**src/rtl/spi_slave_sync.sv**
```systemverilog
// spi_slave_sync: SPI mode-3 slave endpoint running entirely in the sys_clk domain.
// The SPI pins are oversampled through synchronisers. MOSI is deframed into
// DATA_W-bit words and delivered on a valid/ready RX port. MISO is served from
// a one-deep TX holding register.
// Ports:
//   sys_clk, sys_rst_n         clock, synchronous active-low reset
//   spi_clk_i/cs_i/mosi_i      SPI pins from master (asynchronous)
//   spi_miso_o                 slave-out data
//   rx_data_o/valid_o/ready_i  received words; rx_overrun_o pulses when a word is dropped
//   tx_data_i/valid_i/ready_o  words to transmit; tx_underrun_o pulses when a word starts empty
//   busy_o                     synchronised chip select is low
// Optional: define SPI_SLAVE_ERRCNT_EN to add the saturating 16-bit ovr_cnt_o/udr_cnt_o counters.
module spi_slave_sync #(
  parameter int unsigned DATA_W      = 8,
  parameter int unsigned SYNC_STAGES = 2,
  parameter bit          MSB_FIRST   = 1'b1
) (
  input  logic              sys_clk,
  input  logic              sys_rst_n,
  input  logic              spi_clk_i,
  input  logic              spi_cs_i,
  input  logic              spi_mosi_i,
  output logic              spi_miso_o,
  output logic [DATA_W-1:0] rx_data_o,
  output logic              rx_valid_o,
  input  logic              rx_ready_i,
  output logic              rx_overrun_o,
  input  logic [DATA_W-1:0] tx_data_i,
  input  logic              tx_valid_i,
  output logic              tx_ready_o,
  output logic              tx_underrun_o,
  output logic              busy_o
`ifdef SPI_SLAVE_ERRCNT_EN
  ,
  output logic [15:0]       ovr_cnt_o,
  output logic [15:0]       udr_cnt_o
`endif
);

  localparam int unsigned CNT_W = $clog2(DATA_W);
  localparam logic [CNT_W-1:0] LAST_BIT = CNT_W'(DATA_W - 1);

  typedef enum logic {IDLE, SHIFT} state_e;

  // Pin synchronisers, preset to idle bus levels
  logic [SYNC_STAGES-1:0] sck_sync_q, cs_sync_q, mosi_sync_q;
  logic sck_dly_q, cs_dly_q, mosi_dly_q;
  logic sck_rise_q, sck_fall_q, cs_rise_q, cs_fall_q;
  logic sck_s, cs_s, mosi_s;

  assign sck_s  = sck_sync_q[SYNC_STAGES-1];
  assign cs_s   = cs_sync_q[SYNC_STAGES-1];
  assign mosi_s = mosi_sync_q[SYNC_STAGES-1];

  // Edge pulses are registered; mosi_dly_q stays aligned with the sampled rise
  always_ff @(posedge sys_clk) begin
    if (!sys_rst_n) begin
      sck_sync_q  <= '1;
      cs_sync_q   <= '1;
      mosi_sync_q <= '0;
      sck_dly_q   <= 1'b1;
      cs_dly_q    <= 1'b1;
      mosi_dly_q  <= 1'b0;
      sck_rise_q  <= 1'b0;
      sck_fall_q  <= 1'b0;
      cs_rise_q   <= 1'b0;
      cs_fall_q   <= 1'b0;
    end else begin
      sck_sync_q  <= {sck_sync_q[SYNC_STAGES-2:0], spi_clk_i};
      cs_sync_q   <= {cs_sync_q[SYNC_STAGES-2:0], spi_cs_i};
      mosi_sync_q <= {mosi_sync_q[SYNC_STAGES-2:0], spi_mosi_i};
      sck_dly_q   <= sck_s;
      cs_dly_q    <= cs_s;
      mosi_dly_q  <= mosi_s;
      sck_rise_q  <= sck_s & ~sck_dly_q;
      sck_fall_q  <= ~sck_s & sck_dly_q;
      cs_rise_q   <= cs_s & ~cs_dly_q;
      cs_fall_q   <= ~cs_s & cs_dly_q;
    end
  end

  state_e            state_q, state_d;
  logic [CNT_W-1:0]  bit_cnt_q, bit_cnt_d;
  logic [DATA_W-1:0] rx_sh_q, rx_sh_d, tx_sh_q, tx_sh_d, hold_q, hold_d;
  logic [DATA_W-1:0] rx_data_q, rx_data_d;
  logic tx_ready_q, tx_ready_d, miso_q, miso_d, rx_valid_q, rx_valid_d;
  logic rx_ovr_q, rx_ovr_d, tx_udr_q, tx_udr_d, busy_q, busy_d;
  logic [DATA_W-1:0] word, tx_src, tx_cur;
  logic              word_done;

  // State and datapath registers
  always_ff @(posedge sys_clk) begin
    if (!sys_rst_n) begin
      state_q    <= IDLE;
      bit_cnt_q  <= '0;
      rx_sh_q    <= '0;
      tx_sh_q    <= '1;
      hold_q     <= '0;
      tx_ready_q <= 1'b1;
      miso_q     <= 1'b1;
      rx_data_q  <= '0;
      rx_valid_q <= 1'b0;
      rx_ovr_q   <= 1'b0;
      tx_udr_q   <= 1'b0;
      busy_q     <= 1'b0;
    end else begin
      state_q    <= state_d;
      bit_cnt_q  <= bit_cnt_d;
      rx_sh_q    <= rx_sh_d;
      tx_sh_q    <= tx_sh_d;
      hold_q     <= hold_d;
      tx_ready_q <= tx_ready_d;
      miso_q     <= miso_d;
      rx_data_q  <= rx_data_d;
      rx_valid_q <= rx_valid_d;
      rx_ovr_q   <= rx_ovr_d;
      tx_udr_q   <= tx_udr_d;
      busy_q     <= busy_d;
    end
  end

  // Next-state: framing, shifting, RX delivery and TX holding register
  always_comb begin
    state_d    = state_q;
    bit_cnt_d  = bit_cnt_q;
    rx_sh_d    = rx_sh_q;
    tx_sh_d    = tx_sh_q;
    hold_d     = hold_q;
    tx_ready_d = tx_ready_q;
    miso_d     = miso_q;
    rx_data_d  = rx_data_q;
    rx_valid_d = rx_valid_q;
    rx_ovr_d   = 1'b0;
    tx_udr_d   = 1'b0;
    busy_d     = ~cs_s;
    word       = rx_sh_q;
    word_done  = 1'b0;
    tx_src     = '1;
    tx_cur     = tx_sh_q;

    if (rx_valid_q && rx_ready_i) begin
      rx_valid_d = 1'b0;
    end

    case (state_q)
      IDLE: begin
        if (cs_fall_q) begin
          state_d   = SHIFT;
          bit_cnt_d = '0;
        end
      end
      SHIFT: begin
        if (cs_rise_q) begin
          // Frame ended: drop any partial word, keep the holding register
          state_d   = IDLE;
          bit_cnt_d = '0;
          rx_sh_d   = '0;
          tx_sh_d   = '1;
        end else begin
          if (sck_fall_q) begin
            if (bit_cnt_q == '0) begin
              if (!tx_ready_q) begin
                tx_src     = hold_q;
                tx_ready_d = 1'b1;
              end else begin
                tx_udr_d = 1'b1;
              end
              tx_cur = tx_src;
            end
            // Shifter holds the bits still to be sent; vacated slots fill with ones
            if (MSB_FIRST) begin
              miso_d  = tx_cur[DATA_W-1];
              tx_sh_d = {tx_cur[DATA_W-2:0], 1'b1};
            end else begin
              miso_d  = tx_cur[0];
              tx_sh_d = {1'b1, tx_cur[DATA_W-1:1]};
            end
          end
          if (sck_rise_q) begin
            if (MSB_FIRST) begin
              word = {rx_sh_q[DATA_W-2:0], mosi_dly_q};
            end else begin
              word = {mosi_dly_q, rx_sh_q[DATA_W-1:1]};
            end
            rx_sh_d = word;
            if (bit_cnt_q == LAST_BIT) begin
              bit_cnt_d = '0;
              word_done = 1'b1;
            end else begin
              bit_cnt_d = bit_cnt_q + CNT_W'(1);
            end
          end
        end
      end
      default: state_d = IDLE;
    endcase

    if (word_done) begin
      if (!rx_valid_q || rx_ready_i) begin
        rx_data_d  = word;
        rx_valid_d = 1'b1;
      end else begin
        rx_ovr_d = 1'b1;
      end
    end

    // A new load wins over a same-cycle move into the shifter
    if (tx_valid_i && tx_ready_q) begin
      hold_d     = tx_data_i;
      tx_ready_d = 1'b0;
    end

    if (cs_s) begin
      miso_d = 1'b1;
    end
  end

  assign spi_miso_o    = miso_q;
  assign rx_data_o     = rx_data_q;
  assign rx_valid_o    = rx_valid_q;
  assign rx_overrun_o  = rx_ovr_q;
  assign tx_ready_o    = tx_ready_q;
  assign tx_underrun_o = tx_udr_q;
  assign busy_o        = busy_q;

`ifdef SPI_SLAVE_ERRCNT_EN
  logic [15:0] ovr_cnt_q, udr_cnt_q;

  // Saturating error event counters
  always_ff @(posedge sys_clk) begin
    if (!sys_rst_n) begin
      ovr_cnt_q <= '0;
      udr_cnt_q <= '0;
    end else begin
      if (rx_ovr_q && (ovr_cnt_q != 16'hFFFF)) ovr_cnt_q <= ovr_cnt_q + 16'd1;
      if (tx_udr_q && (udr_cnt_q != 16'hFFFF)) udr_cnt_q <= udr_cnt_q + 16'd1;
    end
  end

  assign ovr_cnt_o = ovr_cnt_q;
  assign udr_cnt_o = udr_cnt_q;
`endif

endmodule

```
**config.mk**
```make
export PLATFORM = sky130hd
export DESIGN_NAME = spi_slave_sync
export DESIGN_NICKNAME = d
export VERILOG_FILES = /design/src/rtl/spi_slave_sync.sv
export SDC_FILE = /design/constraint.sdc
export NUM_CORES = 1
export LEC_CHECK = 0
export ABC_AREA = 1
export CORE_MARGIN = 4
export CORE_UTILIZATION = 50
export DETAILED_ROUTE_END_ITERATION = 16
export PLACE_DENSITY = 0.75
export SLEW_MARGIN = 25
export SYNTH_ARGS = -nofsm -noshare
export SYNTH_HDL_FRONTEND = slang
export SYNTH_SLANG_ARGS = --single-unit
```
**constraint.sdc**
```tcl
create_clock -name sys_clk -period 2.8 [get_ports sys_clk]
set_input_delay 0.42 -clock sys_clk [delete_from_list [all_inputs] [get_ports sys_clk]]
set_output_delay 0.42 -clock sys_clk [all_outputs]
set_load 0.02 [all_outputs]
```
# Word-level counts from Yosys, hierarchy flattened

Index checks and enable logic that the tools add are counted.

Register bits after elaboration: 55
Bits in latches: 0
Bits in writable memories: 0
Bits in read-only memories: 0
Bits of input ports: 15
Output and inout bits: 14
Word-level logic and storage cells: 87
Memories kept: 0

Add/sub/neg operators: 1
Multipliers: 0
Divide/modulo/power cells: 0
$lt $le $gt $ge: 0
Equal/unequal tests: 4
Shift-type cells: 0
Multiplexer cells: 30
Bitwise gates (word level): 13
Reductions and logical operators: 17

Operators with widths:

| kind                | number |
|---|---|
| $mux 8              | 8 |
| $mux 1              | 16 |
| $mux 3              | 4 |
| $not 1->1           | 9 |
| $reduce_and 2->1    | 4 |
| $reduce_bool 2->1   | 4 |
| $pmux 3 s2          | 1 |
| $reduce_or 5->1     | 1 |
| $and 1x1->1         | 4 |
| $reduce_and 4->1    | 1 |
| $add 3x1->3 const B | 1 |
| $eq 3x3->1 const B  | 1 |
| $logic_not 3->1     | 1 |
| $ne 3x3->1 const B  | 1 |
| $reduce_and 3->1    | 1 |
| $logic_and 1x1->1   | 2 |
| $ne 2x1->1 const B  | 1 |
| $ne 2x2->1 const B  | 1 |
| $pmux 1 s2          | 1 |
| $reduce_or 2->1     | 1 |
| $logic_not 1->1     | 1 |
| $logic_or 1x1->1    | 1 |

# Logic depth before layout (Yosys ltp)

Gate-level depths: netlist of run 1.

Depth after elaboration: 6
Depth in mapped cells: 9

# Worst setup path before layout of run 1

Ideal clock, no wire load.

Kind: register to register
Start point: reg bit_cnt_q[0]
End point: reg rx_data_q[0] (netlist: rx_data_o[0])
Setup time: 113 ps
Arrival: 1199 ps
Setup slack: 1488 ps
Stages on the path, launching flop included: 9
Cell sequence: dfxtp_1 > ha_1 > ha_1 > nand2_1 > nor2_2 > nand3_2 > buf_6 > nor2_1 > nor2_1

Longest elaborated chain between the ends: 6

RTL lines:

| element                    | RTL line | source |
|---|---|---|
| start: declaration         | 83       | `logic [CNT_W-1:0] bit_cnt_q, bit_cnt_d;` |
| start signal: assignment   | 108      | `bit_cnt_q <= bit_cnt_d;` |
| $eq 3x3->1                 | 186      | `if (bit_cnt_q == LAST_BIT) begin` |
| $mux 1                     | 186      |  |
| $mux 1                     | 179      | `if (sck_rise_q) begin` |
| $mux 1                     | 153      | `if (cs_rise_q) begin` |
| $mux 1                     | 145      | `case (state_q)` |
| $reduce_and 2->1 (no line) | --       |  |
| end signal: assignment     | 114      | `rx_data_q <= rx_data_d;` |
| end: declaration           | 85       | `logic [DATA_W-1:0] rx_data_q, rx_data_d;` |

Every way passes these cells.
A chain may end at the register's enable or synchronous reset.

# Final worst setup path of run 1

Start point: reg tx_ready_q (netlist: tx_ready_o)
End point: out tx_ready_o

RTL lines:

| element                  | RTL line | source |
|---|---|---|
| start: declaration       | 86       | `logic tx_ready_q, tx_ready_d, miso_q, miso_d, rx_valid_q, rx_valid_d;` |
| start signal: assignment | 112      | `tx_ready_q <= tx_ready_d;` |
| end: declaration         | 30       | `output logic tx_ready_o,` |

No word-level cell between the ends.

==> results of run 1 <==
[report_power, final]
group,switching [mW],internal [mW],leakage [nW]
Sequential,0.0136,0.787,0.440
Combinational,0.0474,0.0407,0.719
Clock,0.237,0.172,0.0373
[sequential cells by signal, summed over array words and instances (netlist names), 2 cells and up]
name,flops
hold_q,8
tx_sh_q,7
mosi_sync_q,2
bit_cnt_q,3
rx_sh_q,8
sck_sync_q,2
rx_data_o,8
cs_sync_q,2
[cell type report]
cell class | instances | area (µm²) | share of cell area, %
Timing Repair Buffer | 29 | 287.8 | 11.32
Clock inverter | 1 | 7.507 | 0.2954
Inverter | 37 | 138.9 | 5.465
Clock buffer | 6 | 72.57 | 2.856
Sequential cell | 54 | 1081 | 42.54
Multi-Input combinational cell | 197 | 890.9 | 35.06
Tap cell | 50 | 62.56 | 2.462
[logic make-up after synthesis]
| family | count (synthesis) | synth area share [%] |
|---|---|---|
| AND/OR/NAND/NOR | 156 | 29.96 |
| flip-flops | 54 | 49.60 |
| buffers and inverters | 49 | 9.529 |
| AO/OA/AOI/OAI | 38 | 9.185 |
| adder cells (fa/ha/maj) | 3 | 1.722 |
[metal layers]
metal	vias up	track usage, %
li1	977	-
met1	814	24.27
met2	26	26.08
met3	6	4.054
met4	0	5.433
met5	-	0
[cell usage after synthesis, drive strengths merged]
cell / n
inv: 36
nand2: 93
clkbuf: 5
or2: 4
ha: 3
o21ai: 16
nor2: 38
dfxtp: 54
nand3: 9
a21oi: 19
o211ai: 1
a31oi: 1
clkinv: 1
nand4: 9
a22oi: 1
nor3: 3
buf: 7
[stage by stage]
| stage | area, µm² | hold slack [ns] | setup slack, ns |
|---|---|---|---|
| final | 2541 | 0.4177 | 0.9550 |
| after global routing | 2541 | 0.4303 | 0.8626 |
| after CTS | 2541 | 0.4199 | 0.9399 |
| after detailed placement | 2461 | 0.4002 | 1.026 |
| after global placement | 2461 | 0.3917 | 1.060 |
| after floorplan | 2180 | 0.3895 | 1.488 |
[final timing paths]
check,endpoint,cells past startpoint,slack (ns),startpoint
setup / recovery,tx_ready_o,1,0.96,tx_ready_o$_SDFFE_PN1P_
hold / removal,cs_sync_q[1]$_SDFF_PN1_,1,0.42,cs_sync_q[0]$_SDFF_PN1_
setup reg to reg,rx_data_o[4]$_SDFFE_PN0P_,7,1.23,bit_cnt_q[0]$_SDFFE_PN0P_
hold reg to reg,cs_sync_q[1]$_SDFF_PN1_,1,0.42,cs_sync_q[0]$_SDFF_PN1_
==> impl_metrics.ini, run 1 <==
[synthesis]
postSynthAreaPerCell_um2 = 7.265
synth.net_count = 318
synth_top_area_cell = dfxtp_1
syn_area_um2 = 2180
seq_area_frac_synth_pct = 49.60
synthTopCellsByArea = dfxtp_1 50%, nand2_1 16%, nor2_1 6.4%, inv_1 6.0%, a21oi_1 4.4%
ys_ff_latch = 54
netlist.area_leader.share_pct = 49.60
synth_warnings = 0
ys_types = 25
postSynthCellCount = 300

[layout]
drive_gt1_share_pct = 4.938
n_fill_cell = 410
final_common_cell = nand2_1
mostFrequentLayoutCells = 93 x nand2_1, 54 x dfxtp_1, 37 x nor2_1
instances_no_fill = 374
area_growth_pct = 16.59
layout.nets = 342
post-route-util_pct = 61.75
diodes = 0

[worst_setup_path]
critical_path.startpoint_type = register
critPathBufInv = 1
path_max_fanout = 9
endpoint_kind = output pin
path_class = reg2out
cp_top_family = buffers and inverters
worstPathCellList = clkdlybuf4s50_1
critical-path-max-stage-delay_ns = 0.66
crit_arrival_ns = 1.42
worstPathRequired_ns = 2.38
cpMaxStageDelayCell = clkdlybuf4s50_1

[pwr]
pwr_density_cell_nw_per_um2 = 510.5
finalPower_mw = 1.297
power.static_leakage_nw = 1.196
ir_drop_uv = 260.2

[place]
dp_cells = 367
gp_congestion = 0.7784
numPortBuffers = 28
dp_hpwl_um = 2827

[timing]
max_slew_margin_pct = 51.75
drv_slew = 0
fmax_mhz = 542.0
finalCriticalPeriod_ns = 1.845
rsz0062_at_grt = no
fin_skew_ns = 0.01247
setup-violations-final = 0
setup_tns_ns = 0
worst_pin_slew_ns = 0.7189
min_period_over_period_pct = 65.89
hold_viol_final = 0

[clock_network]
root_buffer = clkbuf_8
htreeDepth = 2
clkSinkCount = 54
cts_setup_buffers = 0
cts-resized-gates = 0
cts_hold_buffers = 0
cts_tree = built
cts.clk_slew.worst_paths_ns = 0.09
clockBufferDepth = 2
cts_buffers = 5
worst_skew_pair.late_latency_ns = 0.30

[routing]
wl_met2_um = 1761
routed-wl-met3_um = 162
drt_iter0_drc = 145
routedWlPerCell_um = 10.94
vias_per_cell = 4.874
ant_nets = 0
met1_length_um = 2110
via_count = 1823
finalWirelength_um = 4091
drc_errors = 0
dr.pass1.iters = 4
top_layer = met4

[grt]
first_global_vias = 1641
antenna_found_initial = 0
gr-total-overflow = 0
grt_usage_pct = 17.22
grt_pass1_wl_um = 7424
grt_start_max_net_pins = 32

[floorplanning]
ioPinCount = 29
rows = 23
coreArea_um2 = 4115
die_area_um2 = 5480
die_w_um = 74.03
initial_utilization_pct = 52.96
die_h_um = 74.03

[min_path]
hp-class = reg2reg

[run_status]
outcome = completed

[run]
drv_cap = 0
(Power assumes the default switching activity.)
==> inputs of run 2 (changes only) <==
CORE_UTILIZATION = 48   (was 50)
clock period = 1.6 ns   (was 2.8 ns; I/O delays follow)
==> run 2 against run 1 <==
Global-route usage down 0.92 points. Largest power group unchanged. Cell count up 2.4%. Largest cell class unchanged. Sequential power up 74%. Register-to-register slack worse by 1.1 ns. Clock skew down 0.0052 ns.
==> impl_metrics.ini, run 2 (synthesized netlist as in run 1, its figures left out) <==
[pwr]
power.static_leakage_nw = 1.249
finalPower_mw = 2.476
pwr_density_cell_nw_per_um2 = 939.3
ir_drop_uv = 524.5

[run]
drv_cap = 0

[worst_setup_path]
critical_path.startpoint_type = register
cpMaxStageDelayCell = clkdlybuf4s50_1
r2r_slack_ns = 0.15
crit_arrival_ns = 1.26
cp_top_family = buffers and inverters
path_class = reg2out
endpoint_kind = output pin
critPathBufInv = 1
worstPathCellList = clkdlybuf4s50_1
path_max_fanout = 2
worstPathRequired_ns = 1.36
critical-path-max-stage-delay_ns = 0.61

[timing]
drv_slew = 0
setup_slack_ns = 0.09630
max_slew_margin_pct = 70.84
min_period_over_period_pct = 93.98
setup-violations-final = 0
fin_skew_ns = 0.007252
setup_tns_ns = 0
fmax_mhz = 665.0
worst_pin_slew_ns = 0.4369
rsz0062_at_grt = no
hold_viol_final = 0
finalCriticalPeriod_ns = 1.504

[layout]
n_fill_cell = 433
final_common_cell = nand2_1
diodes = 0
area_growth_pct = 20.95
drive_gt1_share_pct = 7.251
mostFrequentLayoutCells = 93 x nand2_1, 54 x dfxtp_1, 37 x nor2_1
instances_no_fill = 383
layout.nets = 349

[place]
numPortBuffers = 28
dp_hpwl_um = 2888
dp_cells = 376
gp_congestion = 0.7944
pre_cts_slack_ns = 0.09724

[floorplanning]
rows = 24
ioPinCount = 29
die_w_um = 75.39
initial_utilization_pct = 49.71
die_h_um = 75.39
die_area_um2 = 5683
coreArea_um2 = 4384

[run_status]
outcome = completed

[clock_network]
root_buffer = clkbuf_8
cts_tree = built
worst_skew_pair.late_latency_ns = 0.30
clkSinkCount = 54
cts_buffers = 5
htreeDepth = 2
cts_setup_buffers = 0
cts.clk_slew.worst_paths_ns = 0.09
clockBufferDepth = 2

[grt]
grt_pass1_wl_um = 7127
gr-total-overflow = 0
grt_start_max_net_pins = 25
grt_usage_pct = 16.30
antenna_found_initial = 0
first_global_vias = 1687

[routing]
finalWirelength_um = 3997
ant_nets = 0
drc_errors = 0
via_count = 1839
dr.pass1.iters = 4
drt_iter0_drc = 156
routedWlPerCell_um = 10.44
vias_per_cell = 4.802

[min_path]
hp-class = reg2reg
-- run 2: cell count changes in the layout (fill, tap and decap cells not counted) --
cell and delta:
clkbuf_8 +1, bufinv_16 +1, buf_4 +7, clkinvlp_4 -1, nand3_4 +1, nand3_2 -1
clkbuf_1 -1
-- run 2: area by class of cell --
type	count	area, µm²	share of cell area (%)
Clock inverter	1	30.03	1.139
Sequential cell	54	1081	41.01
Inverter	37	138.9	5.268
Multi-Input combinational cell	197	898.4	34.08
Tap cell	52	65.06	2.468
Clock buffer	6	82.58	3.132
Timing Repair Buffer	36	340.3	12.91
-- run 2: timing repair --
item | CTS | global route
resized for setup | 0 | 1
hold buffers | 0 | 0
setup endpoints to repair | 0 | 7
-- run 2: path summary, 6_finish.rpt --
check	startpoint	endpoint	cells after the start
worst max-delay path	spi_miso_o$_SDFFE_PP1P_	spi_miso_o	1
worst min-delay path	cs_dly_q$_SDFF_PN1_	cs_rise_q$_SDFF_PN0_	1
worst max register to register	bit_cnt_q[1]$_SDFFE_PN0P_	rx_data_o[5]$_SDFFE_PN0P_	7
worst min register to register	cs_dly_q$_SDFF_PN1_	cs_rise_q$_SDFF_PN0_	1
-- run 2: stage by stage --
stage,hold slack [ns],util (%),cell area (µm²)
CTS,0.4192,59.96,2629
finish,0.4157,60.13,2636
global route,0.4293,60.13,2636
global placement,0.3921,57.39,2516
floorplan,0.3376,-,2180
detailed placement,0.4004,57.39,2516
-- run 2: metal layers --
layer,wire (µm),GRT usage (%),vias up
met5,0,0,-
met4,89,8.155,0
met3,184,4.485,7
met2,1844,26.65,36
met1,1878,19.67,799
li1,-,-,997
-- run 2: power breakdown --
part | internal (mW) | total (mW) | leakage (nW) | switching (mW)
registers | 1.38 | 1.39 | 0.440 | 0.0171
clock network | 0.501 | 0.915 | 0.0573 | 0.414
logic | 0.0799 | 0.168 | 0.752 | 0.0880
total | 1.96 | 2.48 | 1.25 | 0.519
